--- src/rtl/axi_pkg.sv ---
// Shared AXI4-Lite types for the initiator adapter: response codes and FSM states.
package axi_pkg;

  typedef enum logic [1:0] {
    OKAY   = 2'b00,
    EXOKAY = 2'b01,
    SLVERR = 2'b10,
    DECERR = 2'b11
  } axi_response_t;

  typedef enum logic [1:0] {
    W_IDLE,
    W_REQUEST,
    W_RESPONSE
  } axi_write_state_t;

  typedef enum logic [1:0] {
    R_IDLE,
    R_ADDRESS,
    R_DATA
  } axi_read_state_t;

endpackage

--- src/rtl/axi_read_interface.sv ---
// AXI4-Lite read channels (AR, R) with initiator and target views.
interface axi_read_interface;
  import axi_pkg::*;

  logic [31:0]   ARADDR;
  logic          ARVALID;
  logic          ARREADY;
  logic [31:0]   RDATA;
  axi_response_t RRESP;
  logic          RVALID;
  logic          RREADY;

  modport master (
    output ARADDR, ARVALID, RREADY,
    input  ARREADY, RDATA, RRESP, RVALID
  );

  modport slave (
    input  ARADDR, ARVALID, RREADY,
    output ARREADY, RDATA, RRESP, RVALID
  );

endinterface

--- src/rtl/axi_write_interface.sv ---
// AXI4-Lite write channels (AW, W, B) with initiator and target views.
interface axi_write_interface;
  import axi_pkg::*;

  logic [31:0]   AWADDR;
  logic          AWVALID;
  logic          AWREADY;
  logic [31:0]   WDATA;
  logic [3:0]    WSTRB;
  logic          WVALID;
  logic          WREADY;
  axi_response_t BRESP;
  logic          BVALID;
  logic          BREADY;

  modport master (
    output AWADDR, AWVALID, WDATA, WSTRB, WVALID, BREADY,
    input  AWREADY, WREADY, BRESP, BVALID
  );

  modport slave (
    input  AWADDR, AWVALID, WDATA, WSTRB, WVALID, BREADY,
    output AWREADY, WREADY, BRESP, BVALID
  );

endinterface

--- src/rtl/axi_master.sv ---
// AXI4-Lite initiator: turns single-beat start/done requests from a core into
// AW/W/B and AR/R handshakes. Write and read paths run independently, one
// transaction outstanding on each.
module axi_master
  import axi_pkg::*;
(
  input  logic                      axi_ACLK,
  input  logic                      axi_ARESETN,
  axi_write_interface.master        write_channel,
  axi_read_interface.master         read_channel,
  input  logic                      write_start_i,
  input  logic [31:0]               write_address_i,
  input  logic [31:0]               write_data_i,
  input  logic [3:0]                write_strobe_i,
  output logic                      write_done_o,
  output logic                      write_error_o,
  output logic                      write_cts_o,
  input  logic                      read_start_i,
  input  logic [31:0]               read_address_i,
  output logic [31:0]               read_data_o,
  output logic                      read_done_o,
  output logic                      read_error_o,
  output logic                      read_cts_o
);

  axi_write_state_t wstate_q;
  logic [31:0]      awaddr_q;
  logic [31:0]      wdata_q;
  logic [3:0]       wstrb_q;
  logic             awvalid_q;
  logic             wvalid_q;
  logic             bready_q;
  logic             write_done_q;
  logic             write_error_q;

  axi_read_state_t  rstate_q;
  logic [31:0]      araddr_q;
  logic             arvalid_q;
  logic             rready_q;
  logic [31:0]      read_data_q;
  logic             read_done_q;
  logic             read_error_q;

  logic aw_hs, w_hs, b_hs, ar_hs, r_hs;
  logic aw_complete, w_complete;

  // Handshake strobes; an AW or W channel counts as complete once its VALID has
  // already dropped or it is handshaking this cycle.
  assign aw_hs       = awvalid_q & write_channel.AWREADY;
  assign w_hs        = wvalid_q  & write_channel.WREADY;
  assign b_hs        = bready_q  & write_channel.BVALID;
  assign ar_hs       = arvalid_q & read_channel.ARREADY;
  assign r_hs        = rready_q  & read_channel.RVALID;
  assign aw_complete = ~awvalid_q | aw_hs;
  assign w_complete  = ~wvalid_q  | w_hs;

  assign write_channel.AWADDR  = awaddr_q;
  assign write_channel.AWVALID = awvalid_q;
  assign write_channel.WDATA   = wdata_q;
  assign write_channel.WSTRB   = wstrb_q;
  assign write_channel.WVALID  = wvalid_q;
  assign write_channel.BREADY  = bready_q;
  assign read_channel.ARADDR   = araddr_q;
  assign read_channel.ARVALID  = arvalid_q;
  assign read_channel.RREADY   = rready_q;

  assign write_done_o  = write_done_q;
  assign write_error_o = write_error_q;
  assign write_cts_o   = (wstate_q == W_IDLE);
  assign read_data_o   = read_data_q;
  assign read_done_o   = read_done_q;
  assign read_error_o  = read_error_q;
  assign read_cts_o    = (rstate_q == R_IDLE);

  // Write FSM: latch the request, drive AW and W until each handshakes, then collect B.
  always_ff @(posedge axi_ACLK or negedge axi_ARESETN) begin
    if (!axi_ARESETN) begin
      wstate_q      <= W_IDLE;
      awaddr_q      <= '0;
      wdata_q       <= '0;
      wstrb_q       <= '0;
      awvalid_q     <= 1'b0;
      wvalid_q      <= 1'b0;
      bready_q      <= 1'b0;
      write_done_q  <= 1'b0;
      write_error_q <= 1'b0;
    end else begin
      write_done_q <= 1'b0;
      case (wstate_q)
        W_IDLE: begin
          if (write_start_i) begin
            awaddr_q  <= write_address_i;
            wdata_q   <= write_data_i;
            wstrb_q   <= write_strobe_i;
            awvalid_q <= 1'b1;
            wvalid_q  <= 1'b1;
            wstate_q  <= W_REQUEST;
          end
        end
        W_REQUEST: begin
          if (aw_hs) awvalid_q <= 1'b0;
          if (w_hs)  wvalid_q  <= 1'b0;
          if (aw_complete && w_complete) begin
            bready_q <= 1'b1;
            wstate_q <= W_RESPONSE;
          end
        end
        W_RESPONSE: begin
          if (b_hs) begin
            bready_q      <= 1'b0;
            write_error_q <= (write_channel.BRESP != OKAY);
            write_done_q  <= 1'b1;
            wstate_q      <= W_IDLE;
          end
        end
        default: wstate_q <= W_IDLE;
      endcase
    end
  end

  // Read FSM: latch the address, drive AR until accepted, then take one R beat.
  always_ff @(posedge axi_ACLK or negedge axi_ARESETN) begin
    if (!axi_ARESETN) begin
      rstate_q     <= R_IDLE;
      araddr_q     <= '0;
      arvalid_q    <= 1'b0;
      rready_q     <= 1'b0;
      read_data_q  <= '0;
      read_done_q  <= 1'b0;
      read_error_q <= 1'b0;
    end else begin
      read_done_q <= 1'b0;
      case (rstate_q)
        R_IDLE: begin
          if (read_start_i) begin
            araddr_q  <= read_address_i;
            arvalid_q <= 1'b1;
            rstate_q  <= R_ADDRESS;
          end
        end
        R_ADDRESS: begin
          if (ar_hs) begin
            arvalid_q <= 1'b0;
            rready_q  <= 1'b1;
            rstate_q  <= R_DATA;
          end
        end
        R_DATA: begin
          if (r_hs) begin
            read_data_q  <= read_channel.RDATA;
            read_error_q <= (read_channel.RRESP != OKAY);
            read_done_q  <= 1'b1;
            rready_q     <= 1'b0;
            rstate_q     <= R_IDLE;
          end
        end
        default: rstate_q <= R_IDLE;
      endcase
    end
  end

`ifdef SV_ASSERTION
  // A VALID that has not yet handshaken must stay high with a stable payload.
  property p_valid_hold(logic v, logic r);
    @(posedge axi_ACLK) disable iff (!axi_ARESETN) (v && !r) |=> v;
  endproperty

  property p_payload_stable(logic v, logic r, logic [31:0] p);
    @(posedge axi_ACLK) disable iff (!axi_ARESETN) (v && !r) |=> $stable(p);
  endproperty

  a_aw_hold:   assert property (p_valid_hold(awvalid_q, write_channel.AWREADY));
  a_w_hold:    assert property (p_valid_hold(wvalid_q,  write_channel.WREADY));
  a_ar_hold:   assert property (p_valid_hold(arvalid_q, read_channel.ARREADY));
  a_aw_stable: assert property (p_payload_stable(awvalid_q, write_channel.AWREADY, awaddr_q));
  a_w_stable:  assert property (p_payload_stable(wvalid_q,  write_channel.WREADY,  wdata_q));
  a_ar_stable: assert property (p_payload_stable(arvalid_q, read_channel.ARREADY, araddr_q));
`endif

endmodule

--- src/flat_wrapper.sv ---
// flat-port wrapper written by rule: the top's interface ports become plain ports
module axi_master_flat import axi_pkg::*;
  (axi_ACLK, axi_ARESETN, write_start_i, write_address_i, write_data_i, write_strobe_i, write_done_o, write_error_o, write_cts_o, read_start_i, read_address_i, read_data_o, read_done_o, read_error_o, read_cts_o, write_channel_AWADDR, write_channel_AWVALID, write_channel_WDATA, write_channel_WSTRB, write_channel_WVALID, write_channel_BREADY, write_channel_AWREADY, write_channel_WREADY, write_channel_BRESP, write_channel_BVALID, read_channel_ARADDR, read_channel_ARVALID, read_channel_RREADY, read_channel_ARREADY, read_channel_RDATA, read_channel_RRESP, read_channel_RVALID);
  axi_write_interface write_channel_i ();
  axi_read_interface read_channel_i ();
  input  logic axi_ACLK;
  input  logic axi_ARESETN;
  input  logic write_start_i;
  input  logic [31:0] write_address_i;
  input  logic [31:0] write_data_i;
  input  logic [3:0] write_strobe_i;
  output logic write_done_o;
  output logic write_error_o;
  output logic write_cts_o;
  input  logic read_start_i;
  input  logic [31:0] read_address_i;
  output logic [31:0] read_data_o;
  output logic read_done_o;
  output logic read_error_o;
  output logic read_cts_o;
  output wire logic [$bits(write_channel_i.AWADDR)-1:0] write_channel_AWADDR;
  output wire logic [$bits(write_channel_i.AWVALID)-1:0] write_channel_AWVALID;
  output wire logic [$bits(write_channel_i.WDATA)-1:0] write_channel_WDATA;
  output wire logic [$bits(write_channel_i.WSTRB)-1:0] write_channel_WSTRB;
  output wire logic [$bits(write_channel_i.WVALID)-1:0] write_channel_WVALID;
  output wire logic [$bits(write_channel_i.BREADY)-1:0] write_channel_BREADY;
  input wire logic [$bits(write_channel_i.AWREADY)-1:0] write_channel_AWREADY;
  input wire logic [$bits(write_channel_i.WREADY)-1:0] write_channel_WREADY;
  input wire logic [$bits(write_channel_i.BRESP)-1:0] write_channel_BRESP;
  input wire logic [$bits(write_channel_i.BVALID)-1:0] write_channel_BVALID;
  output wire logic [$bits(read_channel_i.ARADDR)-1:0] read_channel_ARADDR;
  output wire logic [$bits(read_channel_i.ARVALID)-1:0] read_channel_ARVALID;
  output wire logic [$bits(read_channel_i.RREADY)-1:0] read_channel_RREADY;
  input wire logic [$bits(read_channel_i.ARREADY)-1:0] read_channel_ARREADY;
  input wire logic [$bits(read_channel_i.RDATA)-1:0] read_channel_RDATA;
  input wire logic [$bits(read_channel_i.RRESP)-1:0] read_channel_RRESP;
  input wire logic [$bits(read_channel_i.RVALID)-1:0] read_channel_RVALID;
  assign write_channel_AWADDR = write_channel_i.AWADDR;
  assign write_channel_AWVALID = write_channel_i.AWVALID;
  assign write_channel_WDATA = write_channel_i.WDATA;
  assign write_channel_WSTRB = write_channel_i.WSTRB;
  assign write_channel_WVALID = write_channel_i.WVALID;
  assign write_channel_BREADY = write_channel_i.BREADY;
  assign write_channel_i.AWREADY = write_channel_AWREADY;
  assign write_channel_i.WREADY = write_channel_WREADY;
  assign write_channel_i.BRESP = write_channel_BRESP;
  assign write_channel_i.BVALID = write_channel_BVALID;
  assign read_channel_ARADDR = read_channel_i.ARADDR;
  assign read_channel_ARVALID = read_channel_i.ARVALID;
  assign read_channel_RREADY = read_channel_i.RREADY;
  assign read_channel_i.ARREADY = read_channel_ARREADY;
  assign read_channel_i.RDATA = read_channel_RDATA;
  assign read_channel_i.RRESP = read_channel_RRESP;
  assign read_channel_i.RVALID = read_channel_RVALID;
  axi_master u_core (.axi_ACLK(axi_ACLK), .axi_ARESETN(axi_ARESETN), .write_channel(write_channel_i), .read_channel(read_channel_i), .write_start_i(write_start_i), .write_address_i(write_address_i), .write_data_i(write_data_i), .write_strobe_i(write_strobe_i), .write_done_o(write_done_o), .write_error_o(write_error_o), .write_cts_o(write_cts_o), .read_start_i(read_start_i), .read_address_i(read_address_i), .read_data_o(read_data_o), .read_done_o(read_done_o), .read_error_o(read_error_o), .read_cts_o(read_cts_o));
endmodule
--- config.mk ---
export PLATFORM = sky130hd
export DESIGN_NAME = axi_master_flat
export DESIGN_NICKNAME = d
export VERILOG_FILES = /design/src/rtl/axi_pkg.sv /design/src/rtl/axi_read_interface.sv /design/src/rtl/axi_write_interface.sv /design/src/rtl/axi_master.sv /design/src/flat_wrapper.sv
export SDC_FILE = /design/constraint.sdc
export NUM_CORES = 1
export LEC_CHECK = 0
export CAP_MARGIN = 20
export CORE_MARGIN = 8
export CORE_UTILIZATION = 25
export CTS_CLUSTER_DIAMETER = 50
export DETAILED_ROUTE_END_ITERATION = 8
export DONT_BUFFER_PORTS = 1
export GPL_TIMING_DRIVEN = 0
export PLACE_DENSITY_LB_ADDON = 0.1
export SKIP_LAST_GASP = 1
export SYNTH_ARGS = -nofsm -noshare
export SYNTH_HDL_FRONTEND = slang
export SYNTH_SLANG_ARGS = --single-unit
--- constraint.sdc ---
create_clock -name axi_ACLK -period 1.4 [get_ports axi_ACLK]
set_input_delay 0.21 -clock axi_ACLK [delete_from_list [all_inputs] [get_ports axi_ACLK]]
set_output_delay 0.21 -clock axi_ACLK [all_outputs]
set_load 0.03 [all_outputs]
==> results of run 1 <==
==> stage by stage <==
stage / hold slack, ns / setup slack, ns / util, % / cell area (um^2)
detailed placement: -0.0815 / -0.268 / 27.2 / 6090
global placement: -0.0809 / -0.223 / 27.2 / 6090
floorplan: -0.0856 / -0.0592 / - / 5740
==> cell families after synthesis <==
group	after synthesis	share of synthesized area [%]
mux	133	27.8
flops	145	64.1
compound gates	19	2.01
buf+inv	19	1.88
fa+ha+maj	9	1.99
simple gates	27	2.21
==> results.md, run 1 <==
* Gpl congestion at around 0.67
* Share of the synthesized area in the top cell type at approximately 64%
* Post-CTS sizing at 49
* Most numerous cell in the Yosys netlist: dfrtp_1
* CTS H-Tree Depth at 4
* Post-DP HPWL at approximately 11000 um
* Netlist cell types at 24
* Placed cells at 637
* Synth Register Bits at around 150
* Synth top cells by count: 145 x dfrtp_1, 112 x mux2_2, 20 x mux2_4
* Post-CTS setup buffers at 23
* Stop stage: clock tree synthesis (4_1_cts)
* Status: did not finish
* Sink Count at ~150
* Maximum root-to-sink buffer count at 2
* I/O pins at 288
* Share of flip-flops with an asynchronous set or reset at 100%
* Die X at 166 um
* Post-Syn Instances at 352
* Top post-synthesis cells by area: dfrtp_1 64%, mux2_2 22%, mux2_4 5.3%
* Most area-hungry cell type in the Yosys netlist: dfrtp_1
* CTS buffer count at 17
* Port Buffers at 0
* Yosys warnings at 0
* CTS Root Cell: clkbuf_16
* First error: [ERROR RSZ-0060] Max buffer count reached.
* Sequential area share after synthesis at 64.1%
* Syn Area/Cell at 16.1 um^2
* Row cnt at 55
* Initial Util at 25.2%
* Die Ht at 166 um
* Most used DFF post-synth: dfrtp_1
* CTS Hold Bufs at between 100 and 150
* EDFF count, synth at 0
* Mapped Area at about 0.0057 mm^2
* Mapped Nets at 506
==> run 2, diff against run 1 <==
--- a/config.mk
+++ b/config.mk
@@ -7,12 +7,11 @@
 export LEC_CHECK = 0
 export CAP_MARGIN = 20
 export CORE_MARGIN = 8
-export CORE_UTILIZATION = 25
-export CTS_CLUSTER_DIAMETER = 50
+export CORE_UTILIZATION = 20
 export DETAILED_ROUTE_END_ITERATION = 8
 export DONT_BUFFER_PORTS = 1
 export GPL_TIMING_DRIVEN = 0
-export PLACE_DENSITY_LB_ADDON = 0.1
+export PLACE_DENSITY_LB_ADDON = 0.15
 export SKIP_LAST_GASP = 1
 export SYNTH_ARGS = -nofsm -noshare
 export SYNTH_HDL_FRONTEND = slang
==> constraint.sdc (replaced) <==
create_clock -name axi_ACLK -period 1.8 [get_ports axi_ACLK]
set_input_delay 0.27 -clock axi_ACLK [delete_from_list [all_inputs] [get_ports axi_ACLK]]
set_output_delay 0.27 -clock axi_ACLK [all_outputs]
set_load 0.03 [all_outputs]
==> run 2 against run 1 <==
The flow now finishes, with violations (hold timing). Synthesized cell count did not move. Synthesized area did not move.
==> results.md, run 2 <==
* Maximum root-to-sink buffer count at 2 (unchanged)
* Critical path's largest stage delay at 0.42 ns
* CTS buffer count at 17 (unchanged)
* Min Hold Slack at -0.442 ns
* Rel. slew slack at 68.6%
* Clk slew on worst S/H paths at ~0.06 ns
* Commonest non-fill, non-tap cell in the layout: dfrtp_1
* Nets@finish at between 600 and 700
* Status: finished with violations (was did not finish)
* Gr usage total at 9.10%
* Vias per cell at 3.83
* CTS Root Cell: clkbuf_16 (unchanged)
* Vias in the first global route at between 4000 and 5000
* Skew final at approximately 0.0084 ns
* Post-Syn Instances at 352 (unchanged)
* Unrepaired setup endpoints after global routing: no
* Crit path DAT at 1.98 ns
* LEAKAGE at 3.50 nW
* Share of layout cells above drive strength 1 at 35.5%
* Req. time, crit path at between 2 and 2.5 ns
* Row cnt at 61 (was 55)
* Die X at 184 um (was 166 um)
* Mapped Nets at 506 (unchanged)
* N_diodes at 0
* Share of the synthesized area in the top cell type at 64.1% (unchanged)
* Max Clk Rate at 590 MHz
* Clock Latency Late Sink at slightly above 0.4 ns
* Netlist cell types at 24 (unchanged)
* Post-DP HPWL at 10900 um (was 10500 um)
* # fillers at 2764
* Initial Util at 20.3% (was 25.2%)
* Initial antenna violation count at 1
* Startpoint Class: flip-flop
* Core Region at 0.0279 mm^2
* Worst hold path type: in -> async
* Hold Vio Cnt, Final at 145
* Gr ovfl total at 0
* Finished Cell Area at 0.00817 mm^2
* Sw Ratio at between 40% and 50%
* Critical path fanouts, max at 10
* Synth Register Bits at 145 (unchanged)
* Crit end category: flip-flop
* Power Internal at 9.45 mW
* Largest net degree at the start of global routing at 146
* First-pass detailed-route iteration total at 4
* Final worst path period share at a little over nine tenths
* DRC viols at 0
* Most used DFF post-synth: dfrtp_1 (unchanged)
* Die Ht at 184 um (was 166 um)
* Top post-synthesis cells by area: dfrtp_1 64%, mux2_2 22%, mux2_4 5.3% (unchanged)
* CTS Hold Bufs at 132 (was 140)
* Port Buffers at 0 (unchanged)
* RR Endpoint: u_core.write_channel.WDATA[27]
* Layout Utilization at 29.3%
* # Max-Cap Violations at 0
* EDFF count, synth at 0 (unchanged)
* Area grow syn2layout at 44.3%
* Synth top cells by count: 145 x dfrtp_1, 112 x mux2_2, 20 x mux2_4 (unchanged)
* Sink Count at 145 (unchanged)
* CP Class: reg -> reg
* Internal reg-to-reg setup slack at ~0.10 ns
* Combinational power share at between 20% and 30%
* Gpl congestion at 0.692 (was 0.674)
* Most frequent cells in the layout: 145 x dfrtp_1, 132 x dlygate4sd3_1, 112 x mux2_2, 20 x mux2_4, 17 x clkbuf_16
* I/O pins at 288 (unchanged)
* Mapped Area at 0.00566 mm^2 (unchanged)
* Final-report max-slew violation count at 0
* Worst r2r src: u_core.wstate_q[0]
* Routed WL at about 16000 um
* Initial DRC count at 68
* Syn Area/Cell at 16.1 um^2 (unchanged)
* Power density over the cells at between 2000 and 2500 mW/mm^2
* Share of flip-flops with an asynchronous set or reset at 100% (unchanged)
* Clock Power Share at 23.4%
* Yosys warnings at 0 (unchanged)
* Final setup fails at 0
* Most area-hungry cell type in the Yosys netlist: dfrtp_1 (unchanged)
* Violated checks: hold timing
* Overall Power at 16.7 mW
* Die ar. at ~0.034 mm^2
* Post-CTS setup buffers at 0 (was 23)
* Via count of the routed design at 3428
* Peak VDD IR at between 0.0005 and 0.0006 V
* Avg WL per Cell at 17.5 um
* Setup TNS Final at 0 ns
* Worst Max-Slew Pin Slew at 0.471 ns
* Switching Power at 7.24 mW
* Final Critical Period at ~1.7 ns
* Placed Area at 0.00613 mm^2 (was 0.00609 mm^2)
* CTS H-Tree Depth at 4 (unchanged)
* DRT antenna net count at 0
* Sequential power share at 56.4%
* Sequential area share after synthesis at 64.1% (unchanged)
* Most numerous cell in the Yosys netlist: dfrtp_1 (unchanged)
* Path depth of the worst reg2reg path at 6
* Most common cell on crit path: buf_6
* CP max stage cell: dfrtp_1
* CTS tree: done
* First-pass GRT wire length at 23900 um
* CP cell instances: inv_1 -> ha_4 -> nand2_4 -> buf_6 -> buf_6 -> mux2_4
run 2: cell counts after synthesis:
No cell type changed its count.
run 2: logic make-up after synthesis:
group           after synthesis  synth area share, %
simple gates                 27                 2.21
fa+ha+maj                     9                 1.99
mux                         133                 27.8
flops                       145                 64.1
compound gates               19                 2.01
buf+inv                      19                 1.88
run 2: how the worst max path moves through the flow:
stage / startpoint / endpoint / slack, ns / cells past startpoint
final: u_core.wstate_q[0] / u_core.write_channel.WDATA[27] / 0.10 / 6
after global routing: u_core.rstate_q[1] / u_core.rstate_q[1] / 0.01 / 5
after CTS: u_core.rstate_q[1] / u_core.read_channel.ARADDR[18] / -0.03 / 5
after detailed placement: u_core.wstate_q[0] / u_core.write_channel.WDATA[20] / -0.30 / 6
after global placement: u_core.wstate_q[1] / u_core.write_channel.WDATA[24] / -0.28 / 6
after floorplan: u_core.wstate_q[0] / u_core.write_channel.WDATA[14] / 0.06 / 6
run 2: power by group through the flow:
| stage | combinational [mW] | clock [mW] | sequential (mW) |
|---|---|---|---|
| final | 3.37 | 3.90 | 9.42 |
| after global routing | 3.73 | 4.21 | 9.67 |
| after CTS | 3.36 | 4.08 | 9.48 |
| after detailed placement | 3.07 | 0 | 9.51 |
| after global placement | 2.92 | 0 | 9.57 |
| after floorplan | 2.63 | 0 | 8.92 |
run 2: repair_timing:
action,CTS,global route
hold endpoints to repair,277,145
setup endpoints to repair,125,77
gates resized for setup,4,17
run 2: critical path: cells and delay by family, from the launching register on:
kind	cells	cell delay, ns
multiplexers	1	0.30
adder cells (fa/ha/maj)	1	0.26
buffers and inverters	3	0.46
flip-flops	1	0.42
AND/OR/NAND/NOR	1	0.12
run 2: layout make-up:
cell class                      instances  area, um^2  share of cell area (%)
Buffer                                 13         110                    1.35
Clock buffer                           21         470                    5.76
Clock inverter                         11         175                    2.14
Inverter                                6        22.5                   0.276
Multi-Input combinational cell        188        1970                    24.1
Sequential cell                       145        3630                    44.4
Tap cell                              378         473                    5.79
Timing Repair Buffer                  132        1320                    16.2
run 2: per-layer routing:
layer  up-vias  global-route usage, %  part of all wire, %  routed length (um)
met5         -                      0                0.083                  13
met4         2                   4.29                  2.9                 448
met3        25                   4.59                   12                1800
met2       185                   14.5                   48                7540
met1      1689                   9.98                   37                5820
li1       1527                      -                    -                   -
run 2: stage by stage:
stage | std cells | setup slack [ns]
final | 894 | 0.105
after CTS | 894 | -0.0310
after floorplan | 352 | 0.0616
after global placement | 730 | -0.281
after detailed placement | 730 | -0.303
after global routing | 894 | 0.0121
No activity file was read; power rests on OpenSTA's default activity.
